## src/rtl/codec_i2c_pkg.sv

```systemverilog
// ============================================================================
// codec_i2c_pkg : shared types, register map and reset defaults for the
//                 WM8731-style I2C control-port target.  Rev 1.0
// ============================================================================
`default_nettype none

package codec_i2c_pkg;

  typedef enum logic [2:0] {
    ST_IDLE   = 3'd0,
    ST_ADDR   = 3'd1,
    ST_ACK_A  = 3'd2,
    ST_BYTE2  = 3'd3,
    ST_ACK_2  = 3'd4,
    ST_BYTE3  = 3'd5,
    ST_ACK_3  = 3'd6,
    ST_IGNORE = 3'd7
  } state_e;

  localparam logic [6:0]  DEFAULT_DEV_ADDR = 7'h1A;
  localparam int          NUM_CODEC_REGS   = 10;

  localparam logic [6:0] REG_LIN_L  = 7'd0;
  localparam logic [6:0] REG_RIN_L  = 7'd1;
  localparam logic [6:0] REG_LHP    = 7'd2;
  localparam logic [6:0] REG_RHP    = 7'd3;
  localparam logic [6:0] REG_AAPC   = 7'd4;
  localparam logic [6:0] REG_DAPC   = 7'd5;
  localparam logic [6:0] REG_PDC    = 7'd6;
  localparam logic [6:0] REG_DAIF   = 7'd7;
  localparam logic [6:0] REG_SRC    = 7'd8;
  localparam logic [6:0] REG_ACTIVE = 7'd9;
  localparam logic [6:0] REG_RESET  = 7'h0F;

  localparam logic [8:0] REG_DEFAULTS [NUM_CODEC_REGS] = '{
    9'h097, 9'h097, 9'h079, 9'h079, 9'h00A,
    9'h008, 9'h09F, 9'h00A, 9'h000, 9'h000
  };

  // Indices beyond the codec's own map default to zero.
  function automatic logic [8:0] reg_default(input int idx);
    if (idx >= 0 && idx < NUM_CODEC_REGS) return REG_DEFAULTS[idx[3:0]];
    return 9'h000;
  endfunction

endpackage

`default_nettype wire

```

## src/rtl/i2c_bus_sync.sv

```systemverilog
// ============================================================================
// i2c_bus_sync : 2-flop synchronisers plus history flop on SCL/SDA, with
//                SCL edge and START/STOP condition detection.  Rev 1.0
// ============================================================================
`default_nettype none

module i2c_bus_sync (
  input  logic clk,
  input  logic rst_n,
  input  logic scl_in,
  input  logic sda_in,
  output logic scl_rise,
  output logic scl_fall,
  output logic start_det,
  output logic stop_det,
  output logic sda_s
);

  logic scl_meta_q, scl_sync_q, scl_hist_q;
  logic sda_meta_q, sda_sync_q, sda_hist_q;

  // Idle bus is high, so resetting to 1 avoids a spurious edge at release.
  always_ff @(posedge clk or negedge rst_n) begin
    if (!rst_n) begin
      scl_meta_q <= 1'b1;
      scl_sync_q <= 1'b1;
      scl_hist_q <= 1'b1;
      sda_meta_q <= 1'b1;
      sda_sync_q <= 1'b1;
      sda_hist_q <= 1'b1;
    end else begin
      scl_meta_q <= scl_in;
      scl_sync_q <= scl_meta_q;
      scl_hist_q <= scl_sync_q;
      sda_meta_q <= sda_in;
      sda_sync_q <= sda_meta_q;
      sda_hist_q <= sda_sync_q;
    end
  end

  assign scl_rise  =  scl_sync_q & ~scl_hist_q;
  assign scl_fall  = ~scl_sync_q &  scl_hist_q;
  assign start_det =  scl_sync_q &  scl_hist_q & ~sda_sync_q &  sda_hist_q;
  assign stop_det  =  scl_sync_q &  scl_hist_q &  sda_sync_q & ~sda_hist_q;
  assign sda_s     =  sda_sync_q;

endmodule

`default_nettype wire

```

## src/rtl/i2c_codec_target.sv

```systemverilog
// ============================================================================
// i2c_codec_target : write-only I2C target modelling the WM8731 control port,
//                    with a 9-bit shadow register file and write strobe. Rev 1.0
// ============================================================================
`default_nettype none

module i2c_codec_target
  import codec_i2c_pkg::*;
#(
  parameter logic [6:0] DEV_ADDR  = DEFAULT_DEV_ADDR,
  parameter int         NUM_REGS  = NUM_CODEC_REGS,
  parameter logic [6:0] RESET_REG = REG_RESET
) (
  input  logic       clk,
  input  logic       rst_n,
  input  logic       scl_in,
  input  logic       sda_in,
  output logic       sda_oe,
  output logic       wr_valid,
  output logic [6:0] wr_reg,
  output logic [8:0] wr_data,
  output logic       bad_reg,
  input  logic [3:0] rd_addr,
  output logic [8:0] rd_data,
  output logic       busy
);

  logic scl_rise, scl_fall, start_det, stop_det, sda_s;

  i2c_bus_sync u_sync (
    .clk       (clk),
    .rst_n     (rst_n),
    .scl_in    (scl_in),
    .sda_in    (sda_in),
    .scl_rise  (scl_rise),
    .scl_fall  (scl_fall),
    .start_det (start_det),
    .stop_det  (stop_det),
    .sda_s     (sda_s)
  );

  state_e     state_q,    state_d;
  logic [3:0] cnt_q,      cnt_d;
  logic [7:0] sr_q,       sr_d;
  logic [6:0] reg_q,      reg_d;
  logic       d8_q,       d8_d;
  logic       sda_oe_q,   sda_oe_d;
  logic       busy_q,     busy_d;
  logic       wr_valid_q, wr_valid_d;
  logic       bad_reg_q,  bad_reg_d;
  logic [6:0] wr_reg_q,   wr_reg_d;
  logic [8:0] wr_data_q,  wr_data_d;
  logic [8:0] regs_q [NUM_REGS];
  logic [8:0] regs_d [NUM_REGS];
  logic [8:0] w_wdata;

  assign w_wdata = {d8_q, sr_q};

  always_comb begin
    state_d    = state_q;
    cnt_d      = cnt_q;
    sr_d       = sr_q;
    reg_d      = reg_q;
    d8_d       = d8_q;
    sda_oe_d   = sda_oe_q;
    busy_d     = busy_q;
    wr_valid_d = 1'b0;
    bad_reg_d  = 1'b0;
    wr_reg_d   = wr_reg_q;
    wr_data_d  = wr_data_q;
    regs_d     = regs_q;

    if (stop_det) begin
      state_d  = ST_IDLE;
      cnt_d    = 4'd0;
      sda_oe_d = 1'b0;
      busy_d   = 1'b0;
    end else if (start_det) begin
      state_d  = ST_ADDR;
      cnt_d    = 4'd0;
      sr_d     = 8'h00;
      sda_oe_d = 1'b0;
      busy_d   = 1'b1;
    end else begin
      case (state_q)
        ST_ADDR, ST_BYTE2, ST_BYTE3: begin
          if (scl_rise && cnt_q < 4'd8) begin
            sr_d  = {sr_q[6:0], sda_s};
            cnt_d = cnt_q + 4'd1;
          end else if (scl_fall && cnt_q == 4'd8) begin
            cnt_d = 4'd0;
            if (state_q == ST_ADDR) begin
              if (sr_q == {DEV_ADDR, 1'b0}) begin
                state_d  = ST_ACK_A;
                sda_oe_d = 1'b1;
              end else begin
                state_d  = ST_IGNORE;
              end
            end else if (state_q == ST_BYTE2) begin
              reg_d    = sr_q[7:1];
              d8_d     = sr_q[0];
              state_d  = ST_ACK_2;
              sda_oe_d = 1'b1;
            end else begin
              state_d  = ST_ACK_3;
              sda_oe_d = 1'b1;
              if (reg_q < 7'(NUM_REGS)) begin
                for (int i = 0; i < NUM_REGS; i++)
                  if (reg_q == 7'(i)) regs_d[i] = w_wdata;
                wr_valid_d = 1'b1;
                wr_reg_d   = reg_q;
                wr_data_d  = w_wdata;
              end else if (reg_q == RESET_REG) begin
                for (int i = 0; i < NUM_REGS; i++) regs_d[i] = reg_default(i);
                wr_valid_d = 1'b1;
                wr_reg_d   = reg_q;
                wr_data_d  = w_wdata;
              end else begin
                bad_reg_d  = 1'b1;
              end
            end
          end
        end
        ST_ACK_A, ST_ACK_2, ST_ACK_3: begin
          // Hold the ACK through the 9th SCL high phase; release on its fall.
          if (scl_fall) begin
            sda_oe_d = 1'b0;
            state_d  = (state_q == ST_ACK_A) ? ST_BYTE2 :
                       (state_q == ST_ACK_2) ? ST_BYTE3 : ST_IGNORE;
          end
        end
        default: begin
          sda_oe_d = 1'b0;
        end
      endcase
    end
  end

  always_ff @(posedge clk or negedge rst_n) begin
    if (!rst_n) begin
      state_q    <= ST_IDLE;
      cnt_q      <= 4'd0;
      sr_q       <= 8'h00;
      reg_q      <= 7'h00;
      d8_q       <= 1'b0;
      sda_oe_q   <= 1'b0;
      busy_q     <= 1'b0;
      wr_valid_q <= 1'b0;
      bad_reg_q  <= 1'b0;
      wr_reg_q   <= 7'h00;
      wr_data_q  <= 9'h000;
      for (int i = 0; i < NUM_REGS; i++) regs_q[i] <= reg_default(i);
    end else begin
      state_q    <= state_d;
      cnt_q      <= cnt_d;
      sr_q       <= sr_d;
      reg_q      <= reg_d;
      d8_q       <= d8_d;
      sda_oe_q   <= sda_oe_d;
      busy_q     <= busy_d;
      wr_valid_q <= wr_valid_d;
      bad_reg_q  <= bad_reg_d;
      wr_reg_q   <= wr_reg_d;
      wr_data_q  <= wr_data_d;
      regs_q     <= regs_d;
    end
  end

  always_comb begin
    rd_data = 9'h000;
    for (int i = 0; i < NUM_REGS; i++)
      if (rd_addr == 4'(i)) rd_data = regs_q[i];
  end

  assign sda_oe   = sda_oe_q;
  assign wr_valid = wr_valid_q;
  assign wr_reg   = wr_reg_q;
  assign wr_data  = wr_data_q;
  assign bad_reg  = bad_reg_q;
  assign busy     = busy_q;

endmodule

`default_nettype wire

```

## config.mk

```make
export PLATFORM = sky130hd
export DESIGN_NAME = i2c_codec_target
export DESIGN_NICKNAME = d
export VERILOG_FILES = /design/src/rtl/codec_i2c_pkg.sv /design/src/rtl/i2c_bus_sync.sv /design/src/rtl/i2c_codec_target.sv
export SDC_FILE = /design/constraint.sdc
export NUM_CORES = 1
export LEC_CHECK = 0
export CORE_AREA = 2 2 134 136
export DETAILED_ROUTE_END_ITERATION = 6
export DIE_AREA = 0 0 136 138
export PLACE_DENSITY_LB_ADDON = 0.12
export SYNTH_ARGS = -nofsm -noshare
export SYNTH_HDL_FRONTEND = slang
export SYNTH_SLANG_ARGS = --single-unit
```

## constraint.sdc

```tcl
create_clock -name clk -period 2.7 [get_ports clk]
set_input_delay 0.54 -clock clk [delete_from_list [all_inputs] [get_ports clk]]
set_output_delay 0.54 -clock clk [all_outputs]
set_load 0.02 [all_outputs]
```

Yosys cells after proc, flatten, opt, wreduce, memory -nomap -nowiden --
Cells that the tools add are included.
Word-level totals: register bits 139, input port bits 8, output and inout port bits 29, word-level logic and storage cells 203
Cells by class: add/sub/neg operators 1, $lt $le $gt $ge 2, equal/unequal tests 41, mux-type cells 87, bitwise operators 16, reductions and logical operators 29
Operators by type and width (number):
- 2-to-1 mux 9 bit | 22
- 2-to-1 mux 90 bit | 2
- AND reduction 9 bit | 10
- 2-to-1 mux 8 bit | 5
- 2-to-1 mux 1 bit | 36
- equality test 7 x 3 -> 1 bit, second input constant | 4
- 2-to-1 mux 4 bit | 7
- 2-to-1 mux 3 bit | 8
- equality test 7 x 4 -> 1 bit, second input constant | 3
- 2-to-1 mux 7 bit | 3
- inequality test 2 x 1 -> 1 bit, second input constant | 10
- equality test 4 x 3 -> 1 bit, second input constant | 4
- equality test 7 x 2 -> 1 bit, second input constant | 2
- equality test 4 bit, second input constant | 3
- inequality test 4 bit, second input constant | 3
- equality test 3 bit, second input constant | 3
- NOT 1 bit | 9
- equality test 4 x 2 -> 1 bit, second input constant | 2
- equality test 8 x 6 -> 1 bit, second input constant | 1
- AND reduction 4 bit | 2
- AND reduction 8 bit | 1
- nonzero test 2 bit | 4
- nonzero test 4 bit | 2
- AND 1 bit | 7
- other kinds (19) | 23

Longest topological paths before layout --
Gate-level depths: netlist of the first run.
depth in word-level cells 13, mapped depth 7, depth with buffers taken out 5

By module --
From an unflattened synthesis of the first run, not the netlist that was laid out.
Second synthesis, totals: cells, all modules 542, area total of the unflattened synthesis 6735.2 sq um
Modules (own cells, without submodules):
- i2c_codec_target | times used 1, cells an instance 532, area each 6545.0 sq um, sequential area each 3367.0 sq um
- i2c_bus_sync | times used 1, cells an instance 10, area each 190.2 sq um, sequential area each 157.7 sq um

Worst setup path after synthesis of the first run --
No wires, ideal clock.
path type input to output, start in rd_addr[1], end out rd_data[5], arrival time 2.070 ns, required time 2.160 ns, path slack 0.090 ns, stages 6, path buffers 2, cells stage by stage clkbuf_1 -> or3b_2 -> clkbuf_1 -> o32ai_1 -> o22ai_1 -> a31oi_1
Between the ends: word-level cells in the longest chain between the ends 11, elaborated cells between the ends (all ways) 20, those cells by class 9 x eq/ne; 10 x mux; 1 x reduce/logical
RTL lines:
- from (decl) | RTL line i2c_codec_target.sv:23 | input logic [3:0] rd_addr,
- zero test 4 bit | RTL line i2c_codec_target.sv:172 | if (rd_addr == 4'(i)) rd_data = regs_q[i];
- 2-to-1 mux 9 bit (9 in a row) | RTL line i2c_codec_target.sv:172
- 2-to-1 mux 9 bit * | RTL line i2c_codec_target.sv:172
- to (decl) | RTL line i2c_codec_target.sv:24 | output logic [8:0] rd_data,
Every way passes the cells marked *; elsewhere a longest branch is shown, timed or not.

Worst setup path after layout of the first run --
start in rd_addr[2], end out rd_data[7]
The elaborated chain is that of the path after synthesis.

==> results of run 1 <==
[metal layers]
layer	share of wire, %	vias to the layer above	wire length (um)
met4	1.0	0	170
met2	47	63	7585
met3	3.0	16	496
met1	49	2348	8054
li1	-	2141	-
met5	0	-	0
[final timing paths]
check                                   from                 to  depth (start not counted)
min in group clk           u_sync.scl_meta_q  u_sync.scl_sync_q                          0
max in group asynchronous              rst_n         regs_q[21]                          2
hold / removal                         rst_n         regs_q[23]                          1
setup / recovery                  rd_addr[2]         rd_data[7]                          6
hold reg to reg            u_sync.scl_meta_q  u_sync.scl_sync_q                          0
setup reg to reg           u_sync.scl_hist_q         regs_q[64]                          4
[per-stage QoR]
step	power (mW)	utilization, %	cells	TNS, ps	instance area [um^2]
after floorplan	2.790	-	545	0	6766
after global placement	3.098	43.77	824	-4837	7675
after detailed placement	3.119	43.77	824	-5110	7675
after CTS	5.525	47.14	856	0	8265
after global routing	5.728	47.30	856	0	8294
final	5.462	47.30	856	0	8294
[layout by cell type, fill, tap and decap left out, types with 14 or more instances in the layout]
cell type and n:
and3_1 14, clkdlybuf4s50_1 22, buf_4 42, dfstp_2 37, dfrtp_1 102, nor2_1 23
mux2_2 118, mux2i_1 18, clkbuf_16 17, nand2_1 32, o21ai_0 18
[layout make-up]
class                           count  share of cell area [%]
Sequential cell                   139                   42.50
Multi-Input combinational cell    367                   37.68
Timing Repair Buffer               81                   8.644
Clock buffer                       18                   5.295
Tap cell                          229                   3.455
Clock inverter                     14                   2.067
Inverter                            8                  0.3620
[repair_timing]
action | 4_1_cts | 5_1_grt
resized for setup | 50 | 9
hold buffers | 0 | 0
endpoints found under the setup margin | 9 | 8
hold endpoints to repair | 0 | 0
pin swaps | 0 | 3
[cells in the mapped netlist, types with 2 or more instances]
cell and n:
dfrtp_1 102, o21a_1 7, o22a_1 2, nand4b_1 2, a211oi_1 8, o211ai_1 3
o21ai_0 18, dfstp_2 37, nand3_1 3, nor3_1 5, buf_2 2, nand2b_1 13
nor4_4 9, a21oi_1 6, nor3_2 2, a221o_1 2, o32ai_1 8, xnor2_1 3
mux2i_1 18, mux2_2 118, nand2_1 32, nor2b_1 12, a31oi_1 10, nor3b_1 5
mux2_1 2, clkbuf_1 23, or4b_2 2, and3_1 14, or3_1 3, ha_1 2
nand4_1 2, nor2_1 23, o22ai_1 7, buf_1 5, or3b_2 2, and2_1 6
inv_1 8
[logic make-up after synthesis]
logic type               share of synthesized area (%)
AND/OR/NAND/NOR                                  14.04
adder cells (fa/ha/maj)                         0.3698
multiplexers                                     22.63
AO/OA/AOI/OAI                                    8.229
flip-flops                                       52.09
buffers and inverters                            2.256
XOR/XNOR                                        0.3884
[power groups by stage]
stage	Sequential, mW	Combinational (mW)	Clock (mW)
2_1_floorplan	2.28	0.508	0
3_3_place_gp	2.33	0.764	0
3_5_place_dp	2.34	0.781	0
4_1_cts	2.30	0.778	2.44
5_1_grt	2.32	0.849	2.56
6_report	2.31	0.773	2.38
[worst max-delay path, cell delays in order]
cell           delay (ps)
dlygate4sd2_1         300
or3b_4                490
o32ai_1               170
o22ai_1               140
a31oi_2               170
buf_2                 200
==> impl_metrics.csv, run 1 <==
group,metric,value,unit
clock_tree,cts_made_buffers,17,
power_and_ir_drop,p_leak,3.714,nW
yosys,synth-edff-count,0,
power_and_ir_drop,power.share.clock,43.6,%
yosys,synthArstFlopShare,100.0,%
sta,relSlewSlack,40.80,%
sta,finalMaxSlewViolations,0,
global_routing,track_usage,18.59,%
clock_tree,clockBufferDepth,2,
floorplan,die_area,18770,um^2
yosys,synth_area_leader_cell,"dfrtp_1",
sta,holdWs,100.5,ps
yosys,ys_warn_count,0,
worst_setup_path,crit_fanout,7,
routing,vias,4568,
routing,drt_pass1_iterations,4,
clock_tree,clk_latency,420,ps
cells_and_area,syn2layout_area_growth,22.58,%
outcome,status,"completed",
power_and_ir_drop,p_int,3.929,mW
floorplan,die_h,138,um
global_routing,gr-usage-met2,27.53,%
floorplan,core_area,17530,um^2
power_and_ir_drop,switchingPower,1.534,mW
global_routing,grt_start_max_net_pins,66,
worst_setup_path,required,2160,ps
placed_design,hpwl,11280,um
worst_setup_path,r2r_slack,230,ps
cells_and_area,drive_above_1_share,42.90,%
clock_tree,postCtsSetupRepairBufs,0,
placed_design,pre_cts_ws,-619.5,ps
power_and_ir_drop,power_switching_share,28.08,%
yosys,netlist_top_cells_area,"dfrtp_1 (38%), mux2_2 (20%), dfstp_2 (14%)",
placed_design,port_buffers,36,
routing,dr.first_iter.drc_count,252,
clock_tree,cts_sinks,139,
worst_setup_path,arrival,2010,ps
placed_design,gp_congestion,0.8261,
sta,setup_viol,0,
routing,final_antenna_net_count,0,
global_routing,met1_usage,27.43,%
yosys,syn_nets,555,
cells_and_area,antenna_cells,0,
floorplan,initial_utilization,38.59,%
yosys,ys_seq_elements,139,
cells_and_area,finish.net_count,624,
power_and_ir_drop,power_density,658.6,nW/um^2
sta,fin_crit_sh,94.54,%
power_and_ir_drop,p_comb_share,14.2,%
global_routing,antenna_found_initial,0,
worst_setup_path,critical_path.startpoint_type,"primary input",
yosys,syn_area,6766,um^2
worst_setup_path,critPathCaptureType,"output pin",
cells_and_area,num-fill-cells,1618,
cells_and_area,regMostFlops,"regs_q",
sta,min_period,2553,ps
cells_and_area,multiInputGateArea,3126,um^2
floorplan,rows,49,
global_routing,busiest_layer,"met2",
floorplan,die_x,136,um
routing,route.detailed.drc,0,
clock_tree,root_buffer,"clkbuf_16",
yosys,yosysTopAreaCellShare,37.72,%
worst_hold_path,hold_class,"in -> async",
routing,drt-total-wl,16310,um
global_routing,grt_pass1_wl,26570,um
sta,fmax,0.3918,GHz
routing,wire_per_inst,19.05,um
routing,vias_per_cell,5.336,
sta,hold_viol_final,0,
sta,setup_ws,147.4,ps
yosys,synth_cell_types,56,
clock_tree,path_clk_slew,60,ps
yosys,yosysSeqAreaShare,52.09,%
flow_run,maxCapViolations,0,
yosys,synth_flop_cell,"dfrtp_1",
sta,clock_skew,8.810,ps
sta,tightest_slew,881.4,ps
global_routing,gr-total-overflow,0,
global_routing,met3_usage,4.474,%
yosys,synthCells,545,
sta,rsz0062_at_grt,"no",
power_and_ir_drop,power_frac_seq,42.2,%
yosys,avgSynthCellArea,12.42,um^2
cells_and_area,regArea,3525,um^2
global_routing,grt_pass1_vias,4653,
worst_setup_path,critPathKind,"in -> out",
power_and_ir_drop,ir_drop,0.5042,mV
floorplan,ios,37,
clock_tree,cts_tree,"built",
clock_tree,htree_levels,4,
cells_and_area,largest_reg_flops,90,
No activity file was read; power rests on OpenSTA's default activity.
==> inputs of run 2 (changes only) <==
CORE_AREA = 10 10 142 144   (was 2 2 134 136)
DIE_AREA = 0 0 152 154   (was 0 0 136 138)
==> run 2 against run 1 <==
Core utilization is 0.81 points higher. Clock power is 8% lower. Power is 3.6% lower. Cell count is 0.35% lower. Setup slack better by 44 ps. Hold slack better by 28 ps. First-iteration DRC count is 30% lower. Clock-buffer cell count is 7 higher. Fmax is 1.7% higher. Largest power group is now sequential cells.
==> impl_metrics.csv, run 2 (synthesis gave the netlist of run 1 again) <==
group,metric,value,unit
outcome,status,"completed",
worst_setup_path,critical-path-top-delay-family,"buffers and inverters",
worst_setup_path,critPathSlowestCell,"a221o_1",
floorplan,core_area,17180,um^2
sta,relSlewSlack,26.90,%
placed_design,placed_area,7677,um^2
placed_design,hpwl,11560,um
worst_setup_path,cp_cell_sequence,"dlygate4sd2_1 -> buf_4 -> nor3b_1 -> a31oi_1 -> o221ai_1 -> a221o_1 -> clkdlybuf4s15_2",
routing,dr.first_iter.drc_count,176,
cells_and_area,stdcell_area,8264,um^2
placed_design,port_buffers,36,
clock_tree,cts_sinks,139,
cells_and_area,finish.net_count,625,
worst_setup_path,r2r_cells,4,
clock_tree,root_buffer,"clkbuf_16",
sta,rsz0062_at_grt,"no",
worst_hold_path,hold_class,"in -> async",
sta,fmax,0.3986,GHz
floorplan,rows,48,
worst_setup_path,critPathKind,"in -> out",
global_routing,antenna_found_initial,0,
cells_and_area,largest_reg_flops,90,
placed_design,dpl.cell_count,821,
sta,tightest_slew,1091,ps
worst_setup_path,critical_path.startpoint_type,"primary input",
global_routing,track_usage,13.84,%
cells_and_area,drive_above_1_share,42.68,%
worst_setup_path,crit_fanout,9,
cells_and_area,regMostFlops,"regs_q",
clock_tree,path_clk_slew,60,ps
floorplan,die_x,152,um
power_and_ir_drop,ir_drop,0.4312,mV
worst_setup_path,crit-reg2reg-launch,"u_sync.scl_hist_q",
clock_tree,clockBufferDepth,2,
floorplan,die_area,23410,um^2
worst_setup_path,critPathCaptureType,"output pin",
cells_and_area,final_cells,853,
cells_and_area,syn2layout_area_growth,22.13,%
sta,finalMaxSlewViolations,0,
worst_setup_path,worstReg2RegEnd,"regs_q[18]",
placed_design,gp_congestion,0.8539,
routing,final_antenna_net_count,0,
routing,vias,4484,
cells_and_area,final_common_cell,"mux2_2",
worst_setup_path,cp.buffers_inverters,3,
sta,fin_crit_sh,92.92,%
clock_tree,cts_made_buffers,17,
clock_tree,htree_levels,4,
clock_tree,postCtsSetupRepairBufs,0,
power_and_ir_drop,power_density,637.2,nW/um^2
flow_run,maxCapViolations,0,
clock_tree,hold_buffers,0,
worst_setup_path,required,2160,ps
floorplan,ios,37,
cells_and_area,antenna_cells,0,
power_and_ir_drop,p_leak,3.697,nW
sta,min_period,2509,ps
routing,route.detailed.drc,0,
floorplan,die_h,154,um
global_routing,grt_pass1_wl,26150,um
routing,vias_per_cell,5.257,
worst_setup_path,r2r_slack,310,ps
worst_setup_path,slowest_delay,340,ps
cells_and_area,layout_common_cells,"mux2_2 (118), dfrtp_1 (102), buf_4 (49)",
sta,clock_skew,9.230,ps
clock_tree,clk_latency,420,ps
floorplan,initial_utilization,39.39,%
worst_setup_path,arrival,1970,ps
routing,drt-total-wl,15870,um
routing,drt_pass1_iterations,4,
sta,hold_viol_final,0,
sta,setup_viol,0,
global_routing,grt_pass1_vias,4662,
sta,tns,0,ps
routing,wire_per_inst,18.60,um
global_routing,gr-total-overflow,0,
clock_tree,cts_tree,"built",
global_routing,grt_start_max_net_pins,79,
-- run 2: changes by cell type in the layout (fill, tap and decap cells not counted), moves of 2 or more --
cell / delta
o32ai_1: -4
o32ai_2: +4
clkbuf_1: +5
buf_4: +7
buf_6: -2
bufinv_16: -2
buf_2: -4
clkinv_4: -3
clkbuf_8: +2
-- run 2: cell type report --
class | instances | area (um^2)
clock buffers | 25 | 485.5
fillers | 1547 | 8912
inverters | 8 | 30.03
clock inverters | 7 | 68.82
multi-input cells | 367 | 3147
well taps | 225 | 281.5
repair buffers | 82 | 726.9
flip-flops and latches | 139 | 3525
-- run 2: per-stage QoR --
stage / setup WS (ps) / utilization [%] / hold WS (ps) / power (mW)
after floorplan: 90.42 / - / 244.4 / 2.790
after global routing: 83.57 / 48.11 / 184.6 / 5.535
after detailed placement: -620.7 / 44.70 / 348.8 / 3.110
after global placement: -593.0 / 44.70 / 347.1 / 3.088
after CTS: -88.63 / 47.89 / 166.9 / 5.316
final: 191.2 / 48.11 / 128.4 / 5.266
-- run 2: where the power goes --
group | leakage [nW] | total (mW) | internal, mW | switching [mW]
Clock | 0.267 | 2.19 | 1.34 | 0.853
Sequential | 1.80 | 2.29 | 2.17 | 0.114
Combinational | 1.63 | 0.789 | 0.286 | 0.503
Total | 3.70 | 5.27 | 3.80 | 1.47
-- run 2: timing repair --
action,in CTS,in global routing
setup endpoints to repair,9,8
pin swaps,0,2
resized for setup,44,20
-- run 2: worst max-delay path by stage --
stage                          start  slack [ps]          to  cells after the start
after floorplan           rd_addr[1]          90  rd_data[5]                      6
after global placement    rd_addr[1]        -590  rd_data[6]                      6
after detailed placement  rd_addr[1]        -620  rd_data[6]                      6
after CTS                 rd_addr[3]         -90  rd_data[4]                      6
after global routing      rd_addr[2]          80  rd_data[7]                      8
final                     rd_addr[2]         190  rd_data[2]                      7
-- run 2: per-layer routing --
layer  vias to the layer above  share of wire, %  GRT usage [%]
li1                       2141                 -              -
met1                      2278                49          18.22
met2                        56                47          21.97
met3                         9               3.2          3.598
met4                         0              0.64          3.760
met5                         -                 0              0
==> inputs of run 3 (changes only) <==
CORE_AREA = 4 4 136 138   (was 10 10 142 144)
DIE_AREA = 0 0 140 142   (was 0 0 152 154)
==> run 3 against run 2 <==
Clock-buffer cell count decreased by 5. Critical endpoint unchanged. Routed wire length increased by 3.1%. Sequential share of layout area decreased by 0.45 points. Clock power increased by 22%. Sequential power about the same. Largest cell class unchanged. Register-to-register slack about the same. Power increased by 9.0%. Flip-flop and latch count unchanged. Design area increased by 1.1%. First-iteration DRC count increased by 25%. Combinational power decreased by 1%. Critical path type unchanged. Hold slack got worse by 8.8 ps.
==> impl_metrics.csv, run 3 (synthesis gave the netlist of run 1 again) <==
group,metric,value,unit
sta,setup_viol,0,
clock_tree,clk_latency,420,ps
cells_and_area,stdcell_area,8353,um^2
sta,fmax,0.3843,GHz
worst_setup_path,critical_path.startpoint_type,"primary input",
clock_tree,cts_tree,"built",
power_and_ir_drop,power_density,687.2,nW/um^2
global_routing,gr-total-overflow,0,
sta,relSlewSlack,26.39,%
sta,tns,0,ps
floorplan,core_area,17180,um^2
worst_hold_path,hold_class,"in -> async",
clock_tree,cts_sinks,139,
worst_setup_path,r2r_cells,4,
cells_and_area,syn2layout_area_growth,23.45,%
sta,fin_crit_sh,96.39,%
cells_and_area,final_util,48.63,%
global_routing,grt_pass1_wl,27050,um
power_and_ir_drop,ir_drop,0.4575,mV
routing,wl_met1,7669,um
routing,wl_met2,7909,um
clock_tree,hold_buffers,0,
clock_tree,root_buffer,"clkbuf_16",
cells_and_area,regMostFlops,"regs_q",
routing,vias_per_cell,5.379,
global_routing,track_usage,17.55,%
placed_design,gp_congestion,0.8561,
clock_tree,htree_levels,4,
sta,tightest_slew,1098,ps
routing,dr.first_iter.drc_count,220,
worst_setup_path,crit_fanout,8,
cells_and_area,antenna_cells,0,
clock_tree,clockBufferDepth,2,
worst_setup_path,r2r_slack,310,ps
outcome,status,"completed",
cells_and_area,largest_reg_flops,90,
clock_tree,cts_made_buffers,17,
sta,setup_ws,97.57,ps
sta,min_period,2602,ps
floorplan,die_area,19880,um^2
sta,clock_skew,8.199,ps
flow_run,maxCapViolations,0,
placed_design,pre_cts_ws,-582.5,ps
routing,final_antenna_net_count,0,
placed_design,hpwl,11440,um
cells_and_area,final_common_cell,"mux2_2",
routing,wl_met3,522,um
cells_and_area,drive_above_1_share,42.86,%
worst_setup_path,arrival,2060,ps
floorplan,ios,37,
global_routing,grt_start_max_net_pins,74,
placed_design,port_buffers,36,
sta,rsz0062_at_grt,"no",
worst_setup_path,required,2160,ps
floorplan,die_h,142,um
worst_setup_path,critPathKind,"in -> out",
routing,wire_per_inst,19.13,um
floorplan,rows,48,
placed_design,placed_area,7680,um^2
routing,route.detailed.drc,0,
floorplan,die_x,140,um
routing,drt-total-wl,16360,um
clock_tree,path_clk_slew,60,ps
routing,highest_layer,"met4",
clock_tree,postCtsSetupRepairBufs,0,
global_routing,antenna_found_initial,0,
global_routing,grt_pass1_vias,4830,
routing,vias,4599,
worst_setup_path,critPathCaptureType,"output pin",
sta,holdWs,119.6,ps
routing,drt_pass1_iterations,4,
power_and_ir_drop,p_leak,3.753,nW
sta,hold_viol_final,0,
cells_and_area,num-fill-cells,1580,
sta,finalMaxSlewViolations,0,
floorplan,initial_utilization,39.39,%
cells_and_area,finish.net_count,627,
cells_and_area,layout_common_cells,"mux2_2 (118), dfrtp_1 (102), buf_4 (45)",
==> run 3: cell count changes in the layout (fill, tap and decap cells not counted), moves of 4 or more <==
cell       previous run  this run
buf_2                 2         8
bufinv_16             1         6
clkbuf_1              5         0
buf_4                49        45
o32ai_1               2         6
o32ai_2               6         2
==> run 3: critical path: stages <==
cell,delay (ps)
dlygate4sd2_1,280
buf_6,150
mux2i_2,210
o22a_1,160
o221ai_1,120
a221o_1,340
clkdlybuf4s15_2,260
==> run 3: final timing paths <==
check	start	endpoint
worst min register to register	u_sync.sda_meta_q	u_sync.sda_s
worst min-delay path	rst_n	regs_q[23]
worst max-delay path	rd_addr[1]	rd_data[2]
min in group clk	u_sync.sda_meta_q	u_sync.sda_s
worst max register to register	u_sync.scl_hist_q	regs_q[18]
max in group asynchronous	rst_n	u_sync.scl_hist_q
==> run 3: area by class of cell <==
class | count | area [um^2] | area share, %
tap | 225 | 281.5 | 3.370
clock inverter | 12 | 216.5 | 2.591
inverter | 8 | 30.03 | 0.3595
sequential | 139 | 3525 | 42.20
multi-input combinational | 367 | 3115 | 37.30
timing repair buffer | 84 | 718.2 | 8.598
clock buffer | 20 | 466.7 | 5.587
==> run 3: timing repair <==
action	CTS	global route
pin swaps	2	0
hold endpoints to repair	0	0
resized for setup	52	1
endpoints found under the setup margin	9	1
==> run 3: per-stage QoR <==
| step | std cells | total power, mW |
|---|---|---|
| after floorplan | 545 | 2.790 |
| after global placement | 823 | 3.088 |
| after detailed placement | 823 | 3.114 |
| after CTS | 855 | 5.809 |
| after global routing | 855 | 6.016 |
| final | 855 | 5.741 |
==> run 3: report_power, final <==
part	leakage [nW]	internal (mW)	switching, mW
clock	0.336	1.80	0.870
combinational	1.62	0.280	0.498
sequential	1.80	2.17	0.120
==> run 3: per-layer routing <==
layer | GRT usage [%] | vias to the layer above
li1 | - | 2145
met1 | 23.40 | 2365
met2 | 28.01 | 66
met3 | 4.469 | 23
met4 | 6.272 | 0
met5 | 0 | -
